## config.mk

```make
export PLATFORM = sky130hd
export DESIGN_NAME = prm_edge_scan
export DESIGN_NICKNAME = d
export VERILOG_FILES = /design/src/rtl/prm_scan_pkg.sv /design/src/rtl/prm_result_packer.sv /design/src/rtl/prm_edge_scan.sv
export SDC_FILE = /design/constraint.sdc
export NUM_CORES = 1
export LEC_CHECK = 0
export ABC_AREA = 1
export CAP_MARGIN = 20
export CORE_MARGIN = 5
export CORE_UTILIZATION = 30
export CTS_BUF_LIST = sky130_fd_sc_hd__clkbuf_2
export DETAILED_ROUTE_END_ITERATION = 8
export SLEW_MARGIN = 20
export SYNTH_ARGS = -nofsm -noshare
export SYNTH_HDL_FRONTEND = slang
export SYNTH_SLANG_ARGS = --single-unit
```

## constraint.sdc

```tcl
create_clock -name clk -period 2.95 [get_ports clk]
set_clock_uncertainty 0.15 [all_clocks]
set_input_delay 0.59 -clock clk [delete_from_list [all_inputs] [get_ports clk]]
set_output_delay 0.59 -clock clk [all_outputs]
set_load 0.1 [all_outputs]
```

## src/rtl/prm_scan_pkg.sv

```systemverilog
`default_nettype none
// ============================================================================
// Module  : prm_scan_pkg
// Brief   : Shared constants, FSM states and result-word type for the PRM
//           edge-scan sequencer.
// Revision: 1.0 - initial release
// ============================================================================
package prm_scan_pkg;

    localparam int CODE_W = 15;
    localparam int WORD_W = 32;
    localparam int CNT_W  = 16;
    localparam int IDX_W  = $clog2(WORD_W);

    typedef enum logic [1:0] {
        IDLE = 2'd0,
        SCAN = 2'd1,
        PUSH = 2'd2,
        DONE = 2'd3
    } scan_state_e;

    typedef struct packed {
        logic [WORD_W-1:0] data;
        logic              last;
    } result_word_t;

endpackage
`default_nettype wire

```

## src/rtl/prm_result_packer.sv

```systemverilog
`default_nettype none
// ============================================================================
// Module  : prm_result_packer
// Brief   : Packs per-code checker results into words and holds each word on
//           a valid/ready interface until it is accepted.
// Revision: 1.0 - initial release
// ============================================================================
module prm_result_packer
    import prm_scan_pkg::*;
(
    input  logic              clk,
    input  logic              rst_n,
    input  logic              i_sample,
    input  logic              i_bit,
    input  logic              i_last,
    input  logic              i_ready,
    output logic              o_close,
    output logic              o_accept,
    output logic [WORD_W-1:0] o_data,
    output logic              o_valid,
    output logic              o_last
);

    logic [WORD_W-1:0] r_shift;
    logic [WORD_W-1:0] w_shift_next;
    logic [IDX_W-1:0]  r_idx;
    result_word_t      r_word;
    logic              r_valid;

    // The closing word includes the bit sampled in the same cycle.
    assign w_shift_next = r_shift | (WORD_W'(i_bit) << r_idx);
    assign o_close      = i_sample && ((r_idx == IDX_W'(WORD_W - 1)) || i_last);
    assign o_accept     = r_valid && i_ready;

    always_ff @(posedge clk or negedge rst_n) begin
        if (!rst_n) begin
            r_shift <= '0;
            r_idx   <= '0;
            r_word  <= '0;
            r_valid <= 1'b0;
        end else if (o_accept) begin
            r_valid <= 1'b0;
            r_shift <= '0;
            r_idx   <= '0;
        end else if (i_sample) begin
            r_shift <= w_shift_next;
            r_idx   <= r_idx + IDX_W'(1);
            if (o_close) begin
                r_word.data <= w_shift_next;
                r_word.last <= i_last;
                r_valid     <= 1'b1;
            end
        end
    end

    assign o_data  = r_word.data;
    assign o_last  = r_word.last;
    assign o_valid = r_valid;

endmodule
`default_nettype wire

```

## src/rtl/prm_edge_scan.sv

```systemverilog
`default_nettype none
// ============================================================================
// Module  : prm_edge_scan
// Brief   : Walks a range of edge codes through the obstacle-logic checker and
//           streams packed edge_mask results with a running hit count.
// Revision: 1.0 - initial release
// ============================================================================
module prm_edge_scan
    import prm_scan_pkg::*;
(
    input  logic              clk,
    input  logic              rst_n,
    input  logic              start,
    input  logic [CODE_W-1:0] code_base,
    input  logic [CNT_W-1:0]  code_count,
    output logic [CODE_W-1:0] chk_code,
    input  logic              chk_mask,
    output logic [WORD_W-1:0] word_data,
    output logic              word_valid,
    input  logic              word_ready,
    output logic              word_last,
    output logic [CNT_W-1:0]  hit_count,
    output logic              busy,
    output logic              done
);

    scan_state_e       r_state;
    logic [CODE_W-1:0] r_code;
    logic [CNT_W-1:0]  r_rem;
    logic [CNT_W-1:0]  r_hits;
    logic              r_busy;
    logic              r_done;
    logic              w_sample;
    logic              w_final_code;
    logic              w_close;
    logic              w_accept;

    assign w_sample     = (r_state == SCAN);
    assign w_final_code = (r_rem == CNT_W'(1));

    prm_result_packer u_packer (
        .clk      (clk),
        .rst_n    (rst_n),
        .i_sample (w_sample),
        .i_bit    (chk_mask),
        .i_last   (w_final_code),
        .i_ready  (word_ready),
        .o_close  (w_close),
        .o_accept (w_accept),
        .o_data   (word_data),
        .o_valid  (word_valid),
        .o_last   (word_last)
    );

    always_ff @(posedge clk or negedge rst_n) begin
        if (!rst_n) begin
            r_state <= IDLE;
            r_code  <= '0;
            r_rem   <= '0;
            r_hits  <= '0;
            r_busy  <= 1'b0;
            r_done  <= 1'b0;
        end else begin
            r_done <= 1'b0;
            case (r_state)
                IDLE: begin
                    // busy is still set during the done pulse, so a start
                    // coinciding with done is dropped.
                    r_busy <= 1'b0;
                    if (start && !r_busy) begin
                        r_code  <= code_base;
                        r_rem   <= code_count;
                        r_hits  <= '0;
                        r_busy  <= 1'b1;
                        r_state <= (code_count != '0) ? SCAN : DONE;
                    end
                end
                SCAN: begin
                    r_hits <= r_hits + CNT_W'(chk_mask);
                    r_code <= r_code + CODE_W'(1);
                    r_rem  <= r_rem - CNT_W'(1);
                    if (w_close) begin
                        r_state <= PUSH;
                    end
                end
                PUSH: begin
                    if (w_accept) begin
                        r_state <= word_last ? DONE : SCAN;
                    end
                end
                DONE: begin
                    r_done  <= 1'b1;
                    r_state <= IDLE;
                end
                default: r_state <= IDLE;
            endcase
        end
    end

    assign chk_code  = r_code;
    assign hit_count = r_hits;
    assign busy      = r_busy;
    assign done      = r_done;

endmodule
`default_nettype wire

```

; Word level (Yosys, flattened, before mapping)
; Cells that the tools add are included.
[word_totals]
regBits = 122
input_bits = 36
out_inout_bits = 67
elab_cells = 61
[classes]
add_sub_neg = 4
n_eq_ne = 8
n_shift = 1
mux = 21
bitwise_logic = 2
n_reduce_logical = 14
[op_table]
columns = cell, n
row1 = 2-to-1 mux 32 bit, 2
row2 = case mux 16 bit (2 select lines), 2
row3 = 2-to-1 mux 16 bit, 2
row4 = OR 32 bit, 1
row5 = left shift 1 x 5 -> 32 bit, 1
row6 = case mux 15 bit (2 select lines), 1
row7 = adder 16 x 1 -> 16 bit, 1
row8 = "equality test 16 x 1 -> 1 bit, second input constant", 1
row9 = nonzero test 16 bit, 1
row10 = "subtractor 16 x 1 -> 16 bit, second input constant", 1
row11 = "adder 15 x 1 -> 15 bit, second input constant", 1
row12 = 2-to-1 mux 15 bit, 1
row13 = 2-to-1 mux 2 bit, 5
row14 = 2-to-1 mux 5 bit, 2
row15 = case mux 2 bit (4 select lines), 1
row16 = AND reduction 3 bit, 2
row17 = nonzero test 2 bit, 3
row18 = "adder 5 x 1 -> 5 bit, second input constant", 1
row19 = "equality test 5 bit, second input constant", 1
row20 = 2-to-1 mux 1 bit, 5
row21 = "equality test 2 bit, second input constant", 2
row22 = "!= test 2 bit, second input constant", 2
row23 = AND reduction 2 bit, 2
row24 = logical AND 1 bit, 3
row25 = other kinds (6), 6

; Longest topological paths before layout
[logic_depth]
word_depth = 6
ltp_mapped = 11
ltp_nobuf = 9

; Cells and area by module
; Synthesis repeated with hierarchy kept, for this count alone.
[hier_totals]
cells_unflattened = 854
hier_area_um2 = 6402.4
[modules_own_cells]
columns = module, instances, cells_per_inst, area_per_inst_um2, seq_area_each_um2
row1 = prm_edge_scan, 1, 477, 3271.9, 1276.2
row2 = prm_result_packer, 1, 377, 3130.5, 1776.7

; Least setup slack after synthesis
; OpenSTA, ideal clock, no wires.
[synth_path]
path_kind = reg-to-reg
startpoint = reg r_hits[0], in the netlist hit_count[0]
endpoint = reg r_hits[10], in the netlist hit_count[10]
setup_time_ns = 0.128
arrival_time_ns = 2.062
required_ns = 2.672
path_slack_ns = 0.610
stages_incl_launch_ff = 10
n_path_buf = 0
period_less_slack_ns = 2.340
path_cell_list = dfrtp_1 ha_1 ha_1 nand2_1 nor2_1 nand2_1 nor2_1 nand2_1 nand3_1 o21ai_0
[synth_via]
elab_chain_len = 2
[synth_rtl]
columns = item, line_no
row1 = "start, declared", prm_edge_scan.sv:30  ; logic [CNT_W-1:0] r_hits;
row2 = "start signal, assigned", prm_edge_scan.sv:79  ; r_hits <= r_hits + CNT_W'(chk_mask);
row3 = adder 16 x 1 -> 16 bit, prm_edge_scan.sv:79
row4 = case mux 16 bit (2 select lines), prm_edge_scan.sv:65  ; case (r_state)
; No other way between the ends.
; A chain may end at the register's enable or synchronous reset.

; Worst setup path after layout
[layout_path]
startpoint = reg r_code[7], in the netlist chk_code[7]
endpoint = out chk_code[7]
[layout_rtl]
columns = item, line_no
row1 = "start, declared", prm_edge_scan.sv:28  ; logic [CODE_W-1:0] r_code;
row2 = "start signal, assigned", prm_edge_scan.sv:71  ; r_code <= code_base;
row3 = "start signal, assigned", prm_edge_scan.sv:80  ; r_code <= r_code + CODE_W'(1);
row4 = "end, declared", prm_edge_scan.sv:16  ; output logic [CODE_W-1:0] chk_code,
; No word-level cell between the ends.

==> summary.md <==
| Metric | Value |
|---|---|
| Clk buf depth | `2` |
| Routed vias | `6,220` |
| Cts hold-fix bufs | `1` |
| Antenna Nets Post-Route | `0` |
| Die boundary height | `158.4 um` |
| WL/cell | `14.19 um` |
| Max stage delay on crit path | `530 ps` |
| Top FF cell, synth | `dfrtp_1` |
| Total Routing Usage GR | `15.27%` |
| CTS tree | `built` |
| Final-report setup violation count | `0` |
| Die Area | `25,070 sq um` |
| Layout cells sized above 1 | `12.43%` |
| Cell Rows | `54` |
| Sequential fraction of the synthesis area | `46.24%` |
| Worst vdd ir | `450.9 uV` |
| H-Tree Depth | `4` |
| Synthesized area | `6603 sq um` |
| Vias per cell | `4.803` |
| Power density cells | `979.5 nW/um^2` |
| Hold Violations, Final | `0` |
| Worst path top cell family by delay | `flip-flops` |
| CP Buf/Inv Count | `1` |
| DPL Wire Length | `13.04 mm` |
| Core Box Area | `21,760 sq um` |
| Fraction of registers with async set/reset | `100.0%` |
| Worst-path fanout max | `6` |
| Levels on crit path | `1` |
| WP data required | `2210 ps` |
| Max_cap viols | `0` |
| P&R area growth vs syn | `22.66%` |
| R2R Path Start | `u_packer.r_idx[2]$_DFFE_PN0P_` |
| Slowest stage cell, crit path | `dfrtp_1` |
| CP Cell Sequence | `buf_4` |
| Core Util, Final | `37.23%` |
| Global-route wire length before repair | `30.86 mm` |
| Aggregate routed wire length | `18.38 mm` |
| RR Endpoint | `u_packer.o_data[11]$_DFFE_PN0P_` |
| Flops & latches, synth | `122` |
| Fill count | `2,316` |
| Worst-path clk slew | `210 ps` |
| Max-slew violation count | `0` |
| Post-Place Setup Slack | `419.0 ps` |
| Input/output buffers | `102` |
| Post-Syn Instances | `901` |
| Status | `finished clean` |
| Final setup margin | `638.8 ps` |
| Initial Util | `30.35%` |
| Setup crit end kind | `output port` |
| CP arrival | `1570 ps` |
| Leak | `4.017 nW` |
| Fmax | `432.7 MHz` |
| Worst Hold Class | `in -> async` |
| Startpoint Class | `flip-flop` |
| Placer Congestion | `0.8369` |
| Vias in the first global route | `6,085` |
| Detailed-route DRC error count | `0` |
| Slew headroom | `49.02%` |
| Nets | `1,044` |
| Crit Path Class | `reg -> out` |
| Total grt overflow | `0` |
| Post-cts repair resize count | `0` |
| Tcrit/Tclk final | `78.35%` |
| Crit path time final | `2311 ps` |
| Ports | `103` |
| Clk root buf | `clkbuf_2` |
| R2R setup slack | `660 ps` |
| Syn nets | `944` |
| Number of synthesized flops with an enable pin | `0` |
| Initial antenna violation count | `1` |
| CTS Sinks | `122` |
| Largest net degree at the start of global routing | `44` |
| Iteration-0 DRC Markers | `307` |
| Worst-Margin Slew | `763.9 ps` |
| Setup repair after global routing missed its margin | `no` |
| Number of CTS-inserted buffers | `17` |
| Post-route setup TNS | `0 ps` |
| Post-CTS Setup Bufs | `0` |
| Distinct cell type count of the synthesized netlist | `36` |
| Clock Latency Late Sink | `690 ps` |
| Path depth of the worst reg2reg path | `8` |
| Critical path startpoint | `chk_code[7]$_DFFE_PN0P_` |
| Synth warn | `0` |
| Average cell area after synthesis | `7.328 sq um` |
| Die Width | `158.4 um` |
| Drt pass-1 iters | `5` |
| End of the critical path | `chk_code[7]` |
worst min path at each step:
| stage | depth (start not counted) | slack [ps] | from | end |
|---|---|---|---|---|
| final | 2 | 210 | rst_n | chk_code[10]$_DFFE_PN0P_ |
| after global routing | 2 | 170 | rst_n | hit_count[10]$_DFFE_PN0P_ |
| after CTS | 2 | 160 | rst_n | hit_count[10]$_DFFE_PN0P_ |
| after detailed placement | 2 | 310 | u_packer.o_data[26]$_DFFE_PN0P_ | u_packer.o_data[26]$_DFFE_PN0P_ |
| after global placement | 2 | 310 | u_packer.o_data[26]$_DFFE_PN0P_ | u_packer.o_data[26]$_DFFE_PN0P_ |
| after floorplan | 0 | 140 | rst_n | busy$_DFFE_PN0N_ |
power breakdown:
part | switching (mW) | leakage (nW) | internal (mW)
clock | 0.693 | 0.201 | 0.824
combinational | 2.95 | 2.24 | 0.993
sequential | 0.445 | 1.57 | 2.03
total | 4.09 | 4.02 | 3.84
placed cells by master, fill, tap and decap left out, types with 4 or more instances in the layout:
master,count
o21ai_1,5
nor3_1,11
o21ai_0,54
o211ai_1,7
inv_6,4
dfrtp_1,122
clkdlybuf4s50_1,34
clkbuf_2,18
nor2_1,80
ha_1,7
bufinv_16,7
nand3_1,99
nand4_1,35
nand2_1,278
buf_4,82
a21oi_1,43
inv_1,91
Yosys cell counts (7+ instances only):
library cell	number	area, sq um
inv_1	91	341.6
o21ai_0	54	270.3
nor3_1	11	55.05
ha_1	7	87.58
dfrtp_1	122	3053
nand3_1	99	495.5
o211ai_1	7	52.55
buf_2	19	95.09
nand4_1	35	219.0
clkbuf_1	8	30.03
a21oi_1	43	215.2
nor2_1	80	300.3
nand2_1	278	1044
state kept, by name, summed over array words and instances, names as in the netlist, 2 cells and up:
register,flops
u_packer.r_shift,32
r_rem,16
u_packer.r_idx,5
hit_count,16
u_packer.o_data,32
chk_code,15
r_state,2
area by class of cell:
| cell class | count | area, sq um | area share [%] |
|---|---|---|---|
| diodes | 1 | 2.502 | 0.03090 |
| clock buffers | 18 | 90.09 | 1.112 |
| clock inverters | 14 | 262.8 | 3.244 |
| inverters | 96 | 360.3 | 4.449 |
| multi-input cells | 645 | 2974 | 36.72 |
| flip-flops and latches | 122 | 3053 | 37.70 |
| well taps | 280 | 350.3 | 4.326 |
| repair buffers | 119 | 1006 | 12.42 |
layer usage:
| layer | vias up | GRT usage (%) | share of wire (%) |
|---|---|---|---|
| met5 | - | 0 | 0 |
| met4 | 0 | 4.427 | 1.7 |
| met3 | 21 | 3.561 | 4.3 |
| met2 | 133 | 24.16 | 46 |
| met1 | 2912 | 20.97 | 48 |
| li1 | 3154 | - | - |
kinds of logic after synthesis:
logic type      Yosys count  share of synthesized area (%)
fa+ha+maj                 7                          1.326
simple gates            514                          33.43
flops                   122                          46.24
compound gates          120                          9.760
buf+inv                 134                          8.717
xor+xnor                  4                         0.5307
stage by stage:
stage	power [mW]	hold WS, ps	cells	instance area, sq um
2_1_floorplan	5.435	144.4	901	6603
3_3_place_gp	6.412	308.3	1261	7734
3_5_place_dp	6.468	312.3	1261	7734
4_1_cts	8.008	160.2	1294	8097
5_1_grt	8.510	166.7	1295	8099
6_report	7.933	207.0	1295	8099
Power figures use the tool's default switching activity.
